<file path="config.mk">
export PLATFORM = sky130hd
export DESIGN_NAME = bus_if_wbuf
export DESIGN_NICKNAME = d
export VERILOG_FILES = /design/src/rtl/bus_if_pkg.sv /design/src/rtl/bus_if_wfifo.sv /design/src/rtl/bus_if_wbuf.sv
export SDC_FILE = /design/constraint.sdc
export NUM_CORES = 1
export LEC_CHECK = 0
export ABC_AREA = 1
export BUFFER_PORTS_ARGS = -buffer_cell sky130_fd_sc_hd__buf_2
export CORE_MARGIN = 2
export CORE_UTILIZATION = 50
export CTS_CLUSTER_DIAMETER = 50
export DETAILED_ROUTE_END_ITERATION = 8
export PLACE_DENSITY = 0.73
export RECOVER_POWER = 50
export SYNTH_ARGS = -nofsm -noshare
export SYNTH_HDL_FRONTEND = slang
export SYNTH_SLANG_ARGS = --single-unit
</file>
<file path="constraint.sdc">
create_clock -name clk -period 5 [get_ports clk]
set_input_delay 1 -clock clk [delete_from_list [all_inputs] [get_ports clk]]
set_output_delay 1 -clock clk [all_outputs]
set_load 0.03 [all_outputs]
</file>
<file path="src/rtl/bus_if_pkg.sv">
// Shared encodings for the CPU bus interface: engine states, transfer direction, strobe levels.
package bus_if_pkg;

  typedef enum logic [1:0] {
    ST_IDLE   = 2'd0,
    ST_REQ    = 2'd1,
    ST_ACCESS = 2'd2,
    ST_STALL  = 2'd3
  } bus_state_e;

  localparam logic RW_READ  = 1'b1;
  localparam logic RW_WRITE = 1'b0;

  localparam logic STB_ON_  = 1'b0;
  localparam logic STB_OFF_ = 1'b1;

endpackage

</file>
<file path="src/rtl/bus_if_wfifo.sv">
// Posted-write buffer: power-of-two FIFO with wrap-bit pointers, head visible combinationally.
module bus_if_wfifo #(
  parameter int unsigned DEPTH = 4,
  parameter int unsigned WIDTH = 62
) (
  input  logic             clk,
  input  logic             rst,
  input  logic             i_push,
  input  logic [WIDTH-1:0] i_wdata,
  input  logic             i_pop,
  output logic [WIDTH-1:0] o_head,
  output logic             o_full,
  output logic             o_empty
);

  localparam int unsigned AW = $clog2(DEPTH);
  localparam int unsigned PW = AW + 1;

  logic [WIDTH-1:0] r_mem [DEPTH];
  logic [PW-1:0]    r_wptr;
  logic [PW-1:0]    r_rptr;
  logic             w_push;
  logic             w_pop;

  assign o_full  = (r_wptr[AW] != r_rptr[AW]) && (r_wptr[AW-1:0] == r_rptr[AW-1:0]);
  assign o_empty = (r_wptr == r_rptr);
  assign o_head  = r_mem[r_rptr[AW-1:0]];
  assign w_push  = i_push && !o_full;
  assign w_pop   = i_pop && !o_empty;

  always_ff @(posedge clk or negedge rst) begin
    if (!rst) begin
      r_wptr <= '0;
      r_rptr <= '0;
    end else begin
      if (w_push) r_wptr <= r_wptr + PW'(1);
      if (w_pop)  r_rptr <= r_rptr + PW'(1);
    end
  end

  // Storage needs no reset: pointers alone define validity.
  always_ff @(posedge clk) begin
    if (w_push) r_mem[r_wptr[AW-1:0]] <= i_wdata;
  end

endmodule

</file>
<file path="src/rtl/bus_if_wbuf.sv">
// CPU bus interface: local SPM decode, posted-write buffer and a single-master bus engine with timeout.
module bus_if_wbuf
  import bus_if_pkg::*;
#(
  parameter int unsigned ADDR_W     = 30,
  parameter int unsigned DATA_W     = 32,
  parameter int unsigned SIDX_W     = 3,
  parameter int unsigned LOCAL_IDX  = 1,
  parameter int unsigned WBUF_DEPTH = 4,
  parameter int unsigned TIMEOUT    = 16
) (
  input  logic              clk,
  input  logic              rst,
  input  logic              pl_stall,
  input  logic              pl_flush,
  output logic              busy,
  output logic              err,
  input  logic [ADDR_W-1:0] cpu_addr,
  input  logic              cpu_as_,
  input  logic              cpu_rw,
  input  logic [DATA_W-1:0] cpu_wr_data,
  output logic [DATA_W-1:0] cpu_rd_data,
  output logic [ADDR_W-1:0] spm_addr,
  output logic              spm_as_,
  output logic              spm_rw,
  output logic [DATA_W-1:0] spm_wr_data,
  input  logic [DATA_W-1:0] spm_rd_data,
  output logic              bus_req_,
  input  logic              bus_grnt_,
  output logic [ADDR_W-1:0] bus_addr,
  output logic              bus_as_,
  output logic              bus_rw,
  output logic [DATA_W-1:0] bus_wr_data,
  input  logic [DATA_W-1:0] bus_rd_data,
  input  logic              bus_rdy_
);

  localparam int unsigned FW    = ADDR_W + DATA_W;
  localparam int unsigned CNT_W = (TIMEOUT > 1) ? $clog2(TIMEOUT) : 1;

  bus_state_e        r_state;
  logic              r_is_rd;
  logic [DATA_W-1:0] r_rd_buf;
  logic [CNT_W-1:0]  r_cnt;

  logic [SIDX_W-1:0] w_idx;
  logic              w_local;
  logic              w_go;
  logic              w_rmt_wr;
  logic              w_rmt_rd;
  logic              w_spm_sel;
  logic              w_push;
  logic              w_pop;
  logic              w_full;
  logic              w_empty;
  logic [FW-1:0]     w_head;
  logic              w_done;
  logic              w_to;
  logic              w_rd_ok;
  logic              w_rd_to;

  assign w_idx     = cpu_addr[ADDR_W-1 -: SIDX_W];
  assign w_local   = (w_idx == SIDX_W'(LOCAL_IDX));
  assign w_go      = (cpu_as_ == STB_ON_) && !pl_flush && !pl_stall;
  assign w_rmt_wr  = w_go && !w_local && (cpu_rw == RW_WRITE);
  assign w_rmt_rd  = w_go && !w_local && (cpu_rw == RW_READ);
  assign w_spm_sel = w_go && w_local && (r_state == ST_IDLE);
  assign w_push    = w_rmt_wr && !w_full;

  // Ready wins over a timeout that expires in the same cycle.
  assign w_done  = (r_state == ST_ACCESS) && (bus_rdy_ == STB_ON_);
  assign w_to    = (TIMEOUT != 0) && !w_done &&
                   ((r_state == ST_REQ) || (r_state == ST_ACCESS)) &&
                   (r_cnt == CNT_W'(TIMEOUT - 1));
  assign w_rd_ok = w_done && r_is_rd;
  assign w_rd_to = w_to && r_is_rd;
  assign w_pop   = (w_done || w_to) && !r_is_rd;

  assign spm_addr    = cpu_addr;
  assign spm_rw      = cpu_rw;
  assign spm_wr_data = cpu_wr_data;
  assign spm_as_     = w_spm_sel ? STB_ON_ : STB_OFF_;

  // Full is registered, so a head retiring this cycle never frees a slot for the same-cycle write.
  assign busy = (w_rmt_wr && w_full) ||
                (w_rmt_rd && !w_rd_ok && !w_rd_to) ||
                (w_go && w_local && (r_state != ST_IDLE));

  always_comb begin
    cpu_rd_data = '0;
    if (w_spm_sel && (cpu_rw == RW_READ)) cpu_rd_data = spm_rd_data;
    else if (w_rd_ok)                     cpu_rd_data = bus_rd_data;
    else if (r_state == ST_STALL)         cpu_rd_data = r_rd_buf;
  end

  bus_if_wfifo #(
    .DEPTH (WBUF_DEPTH),
    .WIDTH (FW)
  ) u_wfifo (
    .clk     (clk),
    .rst     (rst),
    .i_push  (w_push),
    .i_wdata ({cpu_addr, cpu_wr_data}),
    .i_pop   (w_pop),
    .o_head  (w_head),
    .o_full  (w_full),
    .o_empty (w_empty)
  );

  always_ff @(posedge clk or negedge rst) begin
    if (!rst) begin
      r_state     <= ST_IDLE;
      r_is_rd     <= 1'b0;
      r_rd_buf    <= '0;
      r_cnt       <= '0;
      err         <= 1'b0;
      bus_req_    <= STB_OFF_;
      bus_as_     <= STB_OFF_;
      bus_addr    <= '0;
      bus_wr_data <= '0;
      bus_rw      <= RW_READ;
    end else begin
      err <= 1'b0;
      case (r_state)
        ST_IDLE: begin
          r_cnt <= '0;
          // Posted writes drain before any read is launched.
          if (!w_empty) begin
            bus_addr    <= w_head[FW-1 -: ADDR_W];
            bus_wr_data <= w_head[DATA_W-1:0];
            bus_rw      <= RW_WRITE;
            bus_req_    <= STB_ON_;
            r_is_rd     <= 1'b0;
            r_state     <= ST_REQ;
          end else if (w_rmt_rd) begin
            bus_addr    <= cpu_addr;
            bus_wr_data <= '0;
            bus_rw      <= RW_READ;
            bus_req_    <= STB_ON_;
            r_is_rd     <= 1'b1;
            r_state     <= ST_REQ;
          end
        end
        ST_REQ, ST_ACCESS: begin
          bus_as_ <= STB_OFF_;
          if (w_done || w_to) begin
            bus_req_    <= STB_OFF_;
            bus_addr    <= '0;
            bus_wr_data <= '0;
            bus_rw      <= RW_READ;
            err         <= w_to;
            if (r_is_rd) r_rd_buf <= w_done ? bus_rd_data : '0;
            r_state     <= (w_rd_ok && pl_stall) ? ST_STALL : ST_IDLE;
          end else begin
            if (TIMEOUT != 0) r_cnt <= r_cnt + CNT_W'(1);
            if ((r_state == ST_REQ) && (bus_grnt_ == STB_ON_)) begin
              bus_as_ <= STB_ON_;
              r_state <= ST_ACCESS;
            end
          end
        end
        ST_STALL: begin
          if (!pl_stall) r_state <= ST_IDLE;
        end
        default: r_state <= ST_IDLE;
      endcase
    end
  end

endmodule

</file>
[Word level (Yosys, flattened, before mapping)]
Memory sizes are Yosys's and may differ from the RTL's.
Cells that the tools add are included.
Storage, ports and cells
  register bits after elaboration: 111
  memory bits (writable): 248
  input bits: 134
  output and inout bits: 163
  word-level logic and storage cells: 115
  memories kept: 1
Memories
  u_wfifo.r_mem: depth 4, width 62, rd ports 1, clocked after memory_dff 0, wr ports 1, line bus_if_wfifo.sv:19  | logic [WIDTH-1:0] r_mem [DEPTH];
Cells by class
  add/sub/neg operators: 3
  eq/ne operators: 14
  muxes and demuxes: 35
  bitwise gates (word level): 4
  reductions and logical operators: 46
Operator list (count)
  $mux W32: 7
  $mux W30: 3
  $pmux W32 S2: 1
  $pmux W30 S2: 1
  $logic_and A1 B1 Y1: 24
  $mux W1: 12
  $mux W2: 6
  $logic_not A1 Y1: 9
  $reduce_and A3 Y1: 3
  $ne A2 B2 Y1 const B: 4
  $pmux W4 S2: 1
  $add A3 B1 Y3 const B: 2
  $ne A3 B3 Y1 const B: 2
  $pmux W2 S3: 1
  $add A4 B1 Y4 const B: 1
  $eq A2 B2 Y1 const B: 2
  $eq A4 B4 Y1 const B: 1
  $logic_or A1 B1 Y1: 4
  $mux W4: 1
  $not A1 Y1: 4
  $pmux W1 S2: 2
  $reduce_and A2 Y1: 2
  $reduce_bool A2 Y1: 2
  $eq A3 B1 Y1 const B: 1
  6 further kinds: 6

[Logic depth before layout (Yosys ltp)]
Gate-level depths: netlist of the first run.
  word-level depth: 10
  gate-level depth with buffers: 12

[Modules after synthesis]
A second synthesis of the first run with hierarchy kept.
Second synthesis, totals
  cells, all modules: 1511
  area total of the unflattened synthesis: 16099.2 um2
Modules (own cells, without submodules)
  bus_if_wfifo: times used 1, cells each 660, area each 9932.0 um2, seq. area each 7597.3 um2
  bus_if_wbuf: times used 1, cells each 851, area each 6167.2 um2, seq. area each 2631.3 um2

[Worst setup path before layout of the first run]
Ideal clock, no wire load.
  path type: input to register
  start point: in pl_flush
  end point: mem u_wfifo.r_mem[3][0], enable pin
  library setup time: 0.484 ns
  arrival: 4.164 ns
  required time: 4.516 ns
  slack: 0.352 ns
  stages: 7
  path through: inv_1 -> nand2_1 -> nor2_1 -> nand2_1 -> nor2_1 -> o21ai_2 -> nor2_1
On the way
  cells in the longest elaborated chain, start to end: 9
Ends and longest elaborated chain
  from (decl): line bus_if_wbuf.sv:15  | input logic pl_flush,
  $logic_not A1 Y1: line bus_if_wbuf.sv:64  | assign w_go = (cpu_as_ == STB_ON_) && !pl_flush && !pl_stall;
  $logic_and A1 B1 Y1 (2 in series): line bus_if_wbuf.sv:64
  $logic_and A1 B1 Y1 (2 in series): line bus_if_wbuf.sv:65  | assign w_rmt_wr = w_go && !w_local && (cpu_rw == RW_WRITE);
  $logic_and A1 B1 Y1: line bus_if_wbuf.sv:68  | assign w_push = w_rmt_wr && !w_full;
  $logic_and A1 B1 Y1: line bus_if_wfifo.sv:28  | assign w_push = i_push && !o_full;
  $mux W1: line bus_if_wfifo.sv:43  | if (w_push) r_mem[r_wptr[AW-1:0]] <= i_wdata;
  $mux W1 (not written as such): line bus_if_wfifo.sv:43
  to (decl): line bus_if_wfifo.sv:19
Every way passes these cells.

[Worst setup path in the final report of the first run]
  start point: reg u_wfifo.r_rptr[0]
  end point: out busy
On the way
  cells in the longest elaborated chain, start to end: 5
Ends and longest elaborated chain
  from (decl): line bus_if_wfifo.sv:21  | logic [PW-1:0] r_rptr;
  from (signal assigned): line bus_if_wfifo.sv:37  | if (w_pop) r_rptr <= r_rptr + PW'(1);
  $eq A2 B2 Y1: line bus_if_wfifo.sv:25  | assign o_full = (r_wptr[AW] != r_rptr[AW]) && (r_wptr[AW-1:0] == r_rptr[AW-1:0]);
  $logic_and A1 B1 Y1: line bus_if_wfifo.sv:25
  $logic_and A1 B1 Y1: line bus_if_wbuf.sv:85  | assign busy = (w_rmt_wr && w_full) ||
  $logic_or A1 B1 Y1: line bus_if_wbuf.sv:85
  $logic_or A1 B1 Y1: line bus_if_wbuf.sv:86  | (w_rmt_rd && !w_rd_ok && !w_rd_to) ||
  to (decl): line bus_if_wbuf.sv:16  | output logic busy,
Every way passes these cells.

==> summary.txt, run 1 <==
Run status
  • Status: complete, but fails checks
  • Failing checks: capacitance limit, slew limit

Yosys
  • Syn nets: 1696
  • Synth top cells by count: 362 x nand2_1, 248 x edfxtp_1, 161 x nand3_1, 157 x o21ai_0, 118 x inv_1
  • Register area share after synthesis: 63.82%
  • Synth area leaders: edfxtp_1 46%, dfrtp_1 17%, nand2_1 8.5%, nand3_1 5.0%, o21ai_0 4.9%
  • Flops & latches, synth: between 300 and 400
  • Post-synth top flop: edfxtp_1
  • Synth area leader: edfxtp_1
  • Fraction of registers with async set/reset: a little under a third
  • Mapped Cells: 1552
  • Most frequent cell after synthesis: nand2_1
  • Share of the synthesized area in the top cell type: 46.46%
  • Synthesized area per cell: around 10 um^2
  • Number of synthesized flops with an enable pin: 248
  • Mapped cell area: ~0.016 mm^2
  • Syn. warnings: 0
  • Yosys cell types: 31

Die
  • Row count: 65
  • Die X: 183.0 um
  • Die Y: 183.0 um
  • Die area: 0.03350 mm^2
  • Starting Density: 50.79%
  • Core area: 0.03156 mm^2
  • I/O pin cnt: 297

Worst setup path
  • Critical path launch point type: register
  • Critical path fanouts, max: 56
  • CP Capture Type: output port
  • Critical Path RT: 4.00 ns
  • Crit path DAT: approximately 3.1 ns
  • Crit Path Category: register to output port

Power and ir drop
  • Peak supply drop: 0.0003166 V
  • Cell-internal power: approximately 6.4 mW
  • Pleak: around 7.7 nW
  • Reg power frac: a little over a third
  • Power Density: 599.1 mW/mm^2
  • Switching Share: 41.98%
  • Clock power frac: 25.0%
  • P_sw: 4.606 mW
  • Logic gate share of total power: 39.9%

GRT
  • First-pass GRT wire length: 59.03 mm
  • Antenna violations before repair: 0
  • Vias in the first global route: 11380
  • GRT Util Overall: 22.27%
  • Grt total ovfl: 0
  • Largest net degree at the start of global routing: 81

Placed design
  • Number of buffers added on ports: 296
  • DP Area: 0.01725 mm^2
  • HPWL after DPL: 22.58 mm
  • GPL Wtd Cong: 0.7895

Timing
  • Endpoints failing hold: 0
  • Final Max Tran Viols: 148
  • Final period utilization: 82.75%
  • Finish-stage setup viols: 0
  • RSZ-0062 raised after global routing: false
  • Final min period: 4.137 ns
  • Worst-Margin Slew: 2.103 ns
  • Slew headroom: -40.23%
  • Fmax: 241.7 MHz
  • Fin Setup TNS: 0 ns
  • Worst clock skew: 0.02318 ns

Finish
  • Ant. Diodes: 0
  • Layout cells sized above 1: between 15 and 20%
  • Multi-input logic area: 0.004414 mm^2
  • Design area: 0.01831 mm^2
  • Final nets: approximately 1900
  • Fillers: 2667
  • FF/Latch Area: 0.01023 mm^2
  • Layout area overhead: 14.26%

Clock tree
  • H-Tree Depth: 2
  • Clock Tree Buf Depth: 3
  • Num CTS Buffers: 39
  • Post-CTS setup buffer count: 0
  • # clock sinks: roughly 360
  • Root buffer cell: clkbuf_16
  • Post-CTS Hold Fix Bufs: 0
  • Worst-Skew Late Latency: 0.52 ns
  • CTS tree: yes
  • Worst-path clk slew: 0.06 ns
  • Post-CTS sizing: 0

Routing
  • WL final: 37.54 mm
  • Metal2 WL: 18.23 mm
  • First-pass detailed-route iteration total: 6
  • Met3 wire len: 2.305 mm
  • Initial DRC Count: approximately 830
  • Met1 WL: roughly 16 mm
  • Uppermost routed layer: met4
  • DR WL/cell: 17.20 um
  • Via-per-instance ratio: about 5.4
  • DRC: 0
  • Final ANT Viol Nets: 0
  • Via count: between 10000 and 15000

Worst hold path
  • Hold Crit Class: register to register

Run
  • Max-cap viol count: 3
## state kept, by name (all words and copies together) (netlist names)
signal and flops:
err 1, bus_as_ 1, u_wfifo.r_wptr 3, r_is_rd 1, r_cnt 4, u_wfifo.r_rptr 3, bus_rw 1, bus_addr 30
bus_wr_data 32, u_wfifo.r_mem 248, r_state 2, bus_req_ 1, r_rd_buf 32
## area by class of cell
| class | count | area share [%] |
|---|---|---|
| inverter | 120 | 2.487 |
| clock buffer | 57 | 6.149 |
| multi-input combinational | 917 | 24.10 |
| tap | 402 | 2.746 |
| clock inverter | 14 | 0.6490 |
| timing repair buffer | 314 | 7.987 |
| sequential | 359 | 55.88 |
## cell families after synthesis
| kind of cell | count (synthesis) | synth area share, % |
|---|---|---|
| AO/OA/AOI/OAI | 236 | 8.220 |
| XOR/XNOR | 4 | 0.2186 |
| adder cells (fa/ha/maj) | 10 | 0.7806 |
| buffers and inverters | 276 | 8.876 |
| flip-flops | 359 | 63.82 |
| AND/OR/NAND/NOR | 667 | 18.09 |
## power groups by stage
stage	sequential [mW]	combinational, mW	clock [mW]
global placement	3.89	4.33	0
finish	3.85	4.38	2.74
floorplan	4.18	3.10	0
detailed placement	3.91	4.45	0
CTS	3.85	4.47	2.79
global route	3.90	4.85	2.92
## per-layer routing
layer	vias up	GRT usage (%)
met5	-	0
met4	0	8.960
met3	79	3.157
met2	463	38.12
met1	5603	28.79
li1	5596	-
## metrics by stage
stage	power [mW]	util, %	worst slack (ns)	hold WS [ns]	instances
after floorplan	7.281	-	0.3522	0.4876	1552
after global placement	8.226	54.67	1.064	0.4508	2112
after detailed placement	8.360	54.67	0.9768	0.4583	2112
after CTS	11.11	58.61	0.8403	0.4699	2183
after global routing	11.66	58.04	0.4830	0.4933	2183
final	10.97	58.04	0.8627	0.4689	2183
## cell usage in the layout (no fill, tap or decap), types with 21 or more instances in the layout
cell	Yosys	layout
o22ai_1	34	34
o21ai_0	157	157
buf_2	34	158
clkbuf_16	0	41
o21ai_2	21	21
nor2_1	83	78
inv_1	118	118
clkbuf_1	46	151
dfrtp_1	108	106
nand3_1	161	160
nand4_1	32	32
edfxtp_1	248	248
nand2_1	362	362
## worst paths after layout
kind | from | end | slack (ns) | depth (start not counted)
max in group asynchronous | rst | bus_wr_data[23] | 1.26 | 2
max | u_wfifo.r_rptr[0] | busy | 0.86 | 6
min in group asynchronous | rst | r_rd_buf[23] | 1.08 | 1
max reg2reg | u_wfifo.r_rptr[0] | bus_wr_data[22] | 1.13 | 9
min | bus_wr_data[29] | bus_wr_data[29] | 0.47 | 2
min reg2reg | bus_wr_data[29] | bus_wr_data[29] | 0.47 | 2
## worst max-delay path, cell delays in order (launching register included)
cell     delay, ns
dfrtp_4       0.72
inv_4         0.55
nand2_1       0.14
nand2_2       0.59
nand4_1       0.20
nand2_1       0.17
buf_2         0.23
(Power assumes the default switching activity.)
==> run 2: changes to the inputs <==
clock period = 4.3 ns   (was 5 ns; I/O delays follow)
==> run 2 against run 1 <==
The flow still finishes with violations (capacitance limit, slew limit); via count fell by 1.4%; clock-buffer cell count fell by 7; largest power group unchanged; wire length fell by 0.89%; sequential share of layout area fell by 0.35 points; register-to-register slack got worse by 0.33 ns; sequential cell count did not move; non-clock buffer count rose by 7; hold slack improved by 0.0020 ns; power rose by 19%.
==> summary.txt, run 2 (same netlist as run 1, synthesis figures left out) <==
Placed design
  • Setup WS pre-CTS: 0.9522 ns (-0.02454 ns)
  • HPWL after DPL: 22.35 mm (-1.0%)
  • Number of buffers added on ports: 296 (unchanged)
  • GPL Wtd Cong: 0.8063 (+2.1%)

GRT
  • GRT Util Overall: 21.72% (-0.55 points)
  • First-pass GRT wire length: 57.18 mm (-3.1%)
  • Grt total ovfl: 0 (unchanged)
  • Largest net degree at the start of global routing: 84 (+3.7%)
  • Antenna violations before repair: 1 (+1)
  • Vias in the first global route: 10990 (-3.5%)

Timing
  • RSZ-0062 raised after global routing: false
  • Fmax: around 270 MHz
  • Worst clock skew: 0.01868 ns (-0.004502 ns)
  • Worst-Margin Slew: 1.934 ns (-0.1690 ns)
  • Worst setup margin: 0.5646 ns (-0.2980 ns)
  • Endpoints failing hold: 0 (unchanged)
  • Final Max Tran Viols: 109 (-26%)
  • Final min period: roughly 3.7 ns
  • Finish-stage setup viols: 0 (unchanged)
  • Slew headroom: -28.96% (+11 points)
  • WHS: 0.4710 ns (+0.002018 ns)
  • Final period utilization: between 80% and 90%
  • Fin Setup TNS: 0 ns (unchanged)

Worst setup path
  • Crit path DAT: 2.88 ns (-0.26 ns)
  • Critical path fanouts, max: 57 (+1.8%)
  • Most used cell along the critical path: nand2_1
  • Crit Path Category: register to output port
  • Critical path launch point type: register
  • Critical Path RT: 3.44 ns (-0.56 ns)
  • Max incr delay on CP: 0.71 ns (about the same)
  • CP Capture Type: output port
  • CP Cell Sequence: inv_4, nand2_1, nand2_2, buf_4, nand4_1, nand2_1, buf_2
  • CP max-delay cell: dfrtp_4

Finish
  • Commonest non-fill, non-tap cell in the layout: nand2_1
  • Most frequent cells in the layout: 362 x nand2_1, 248 x edfxtp_1, 160 x nand3_1
  • Layout cells sized above 1: 16.94% (+0.32 points)
  • Layout area overhead: 14.99%
  • Final nets: 1902 (+0.37%)
  • Fillers: 2682 (+0.56%)
  • Largest register FFs: 248 (unchanged)
  • Final Util: 58.41% (+0.37 points)

Clock tree
  • Post-CTS Hold Fix Bufs: 0 (unchanged)
  • Num CTS Buffers: 39 (unchanged)
  • Post-CTS setup buffer count: 0 (unchanged)
  • Root buffer cell: clkbuf_16
  • Post-CTS sizing: 0 (unchanged)
  • H-Tree Depth: 2 (unchanged)
  • Worst-Skew Late Latency: 0.53 ns (about the same)
  • CTS tree: yes
  • Worst-path clk slew: 0.06 ns (about the same)
  • Clock Tree Buf Depth: 3 (unchanged)
  • # clock sinks: 359 (unchanged)

Die
  • Starting Density: 50.79% (unchanged)
  • Die Y: 183.0 um (unchanged)
  • Die X: 183.0 um (unchanged)
  • I/O pin cnt: 297 (unchanged)
  • Die area: 0.03350 mm^2 (unchanged)
  • Core area: 0.03156 mm^2 (unchanged)
  • Row count: 65 (unchanged)

Power and ir drop
  • Logic gate share of total power: 39.2% (-0.7 points)
  • Power Density: 706.1 mW/mm^2 (+18%)
  • Peak supply drop: 0.0003824 V (+21%)
  • Clock power frac: 26.0% (+1.0 points)
  • P_sw: 5.400 mW (+17%)
  • Reg power frac: 34.8% (-0.3 points)
  • Pleak: 7.709 nW (+0.77%)
  • Switching Share: 41.50% (-0.49 points)
  • Cell-internal power: 7.613 mW (+20%)
  • Total Power: 13.01 mW (+19%)

Routing
  • Via-per-instance ratio: 5.283 (-1.8%)
  • Initial DRC Count: 894 (+8.0%)
  • WL final: 37.21 mm (-0.89%)
  • Via count: 11580 (-1.4%)
  • DR WL/cell: 16.98 um (-1.3%)
  • DRC: 0 (unchanged)
  • First-pass detailed-route iteration total: 5 (-1)
  • Final ANT Viol Nets: 0 (unchanged)

Worst hold path
  • Hold Crit Class: register to register

Run status
  • Failing checks: capacitance limit, slew limit
  • Status: complete, but fails checks

Run
  • Max-cap viol count: 2 (-1)
run 2: cell count changes in the layout (fill, tap and decap cells not counted), sizes merged:
| cell | change |
|---|---|
| buf | +6 |
| bufinv | +5 |
| diode | +1 |
| clkbuf | -6 |
| inv | +3 |
run 2: area by class of cell:
class | count | area, um^2 | share of cell area (%)
multi-input combinational | 917 | 4414 | 23.95
clock inverter | 22 | 292.8 | 1.589
tap | 402 | 503.0 | 2.729
clock buffer | 50 | 1017 | 5.519
antenna | 1 | 2.502 | 0.01358
sequential | 359 | 10230 | 55.53
timing repair buffer | 321 | 1511 | 8.201
inverter | 120 | 455.4 | 2.471
run 2: power by group through the flow:
stage               clock network (mW)  registers [mW]  logic (mW)
floorplan                            0            4.86        3.60
finish                            3.39            4.53        5.10
CTS                               3.45            4.52        5.18
global route                      3.58            4.58        5.63
global placement                     0            4.57        5.08
detailed placement                   0            4.58        5.16
run 2: worst max-delay path: cells and delay by family (launching register included):
kind          cells  cell delay [ns]
buf+inv           3             1.04
flops             1             0.71
simple gates      4             0.59
run 2: routing by layer:
metal  vias to the layer above  GRT usage [%]  part of all wire (%)
li1                       5620              -                     -
met1                      5420          27.86                    42
met2                       461          37.17                    49
met3                        79          3.495                   6.9
met4                         0          8.608                   2.5
met5                         -              0                     0
run 2: final timing paths:
kind,startpoint,to,slack (ns),cells past startpoint
max,u_wfifo.r_rptr[0],busy,0.56,7
min,bus_wr_data[3],bus_wr_data[3],0.47,2
max reg2reg,r_state[0],bus_wr_data[23],0.80,9
min reg2reg,bus_wr_data[3],bus_wr_data[3],0.47,2
max in group asynchronous,rst,bus_wr_data[1],1.30,2
min in group asynchronous,rst,r_rd_buf[21],0.85,1
run 2: per-stage QoR:
step                std cells  instance area (um^2)
finish                   2192                 18430
global route             2192                 18430
CTS                      2191                 18610
detailed placement       2119                 17300
global placement         2119                 17300
floorplan                1552                 16030
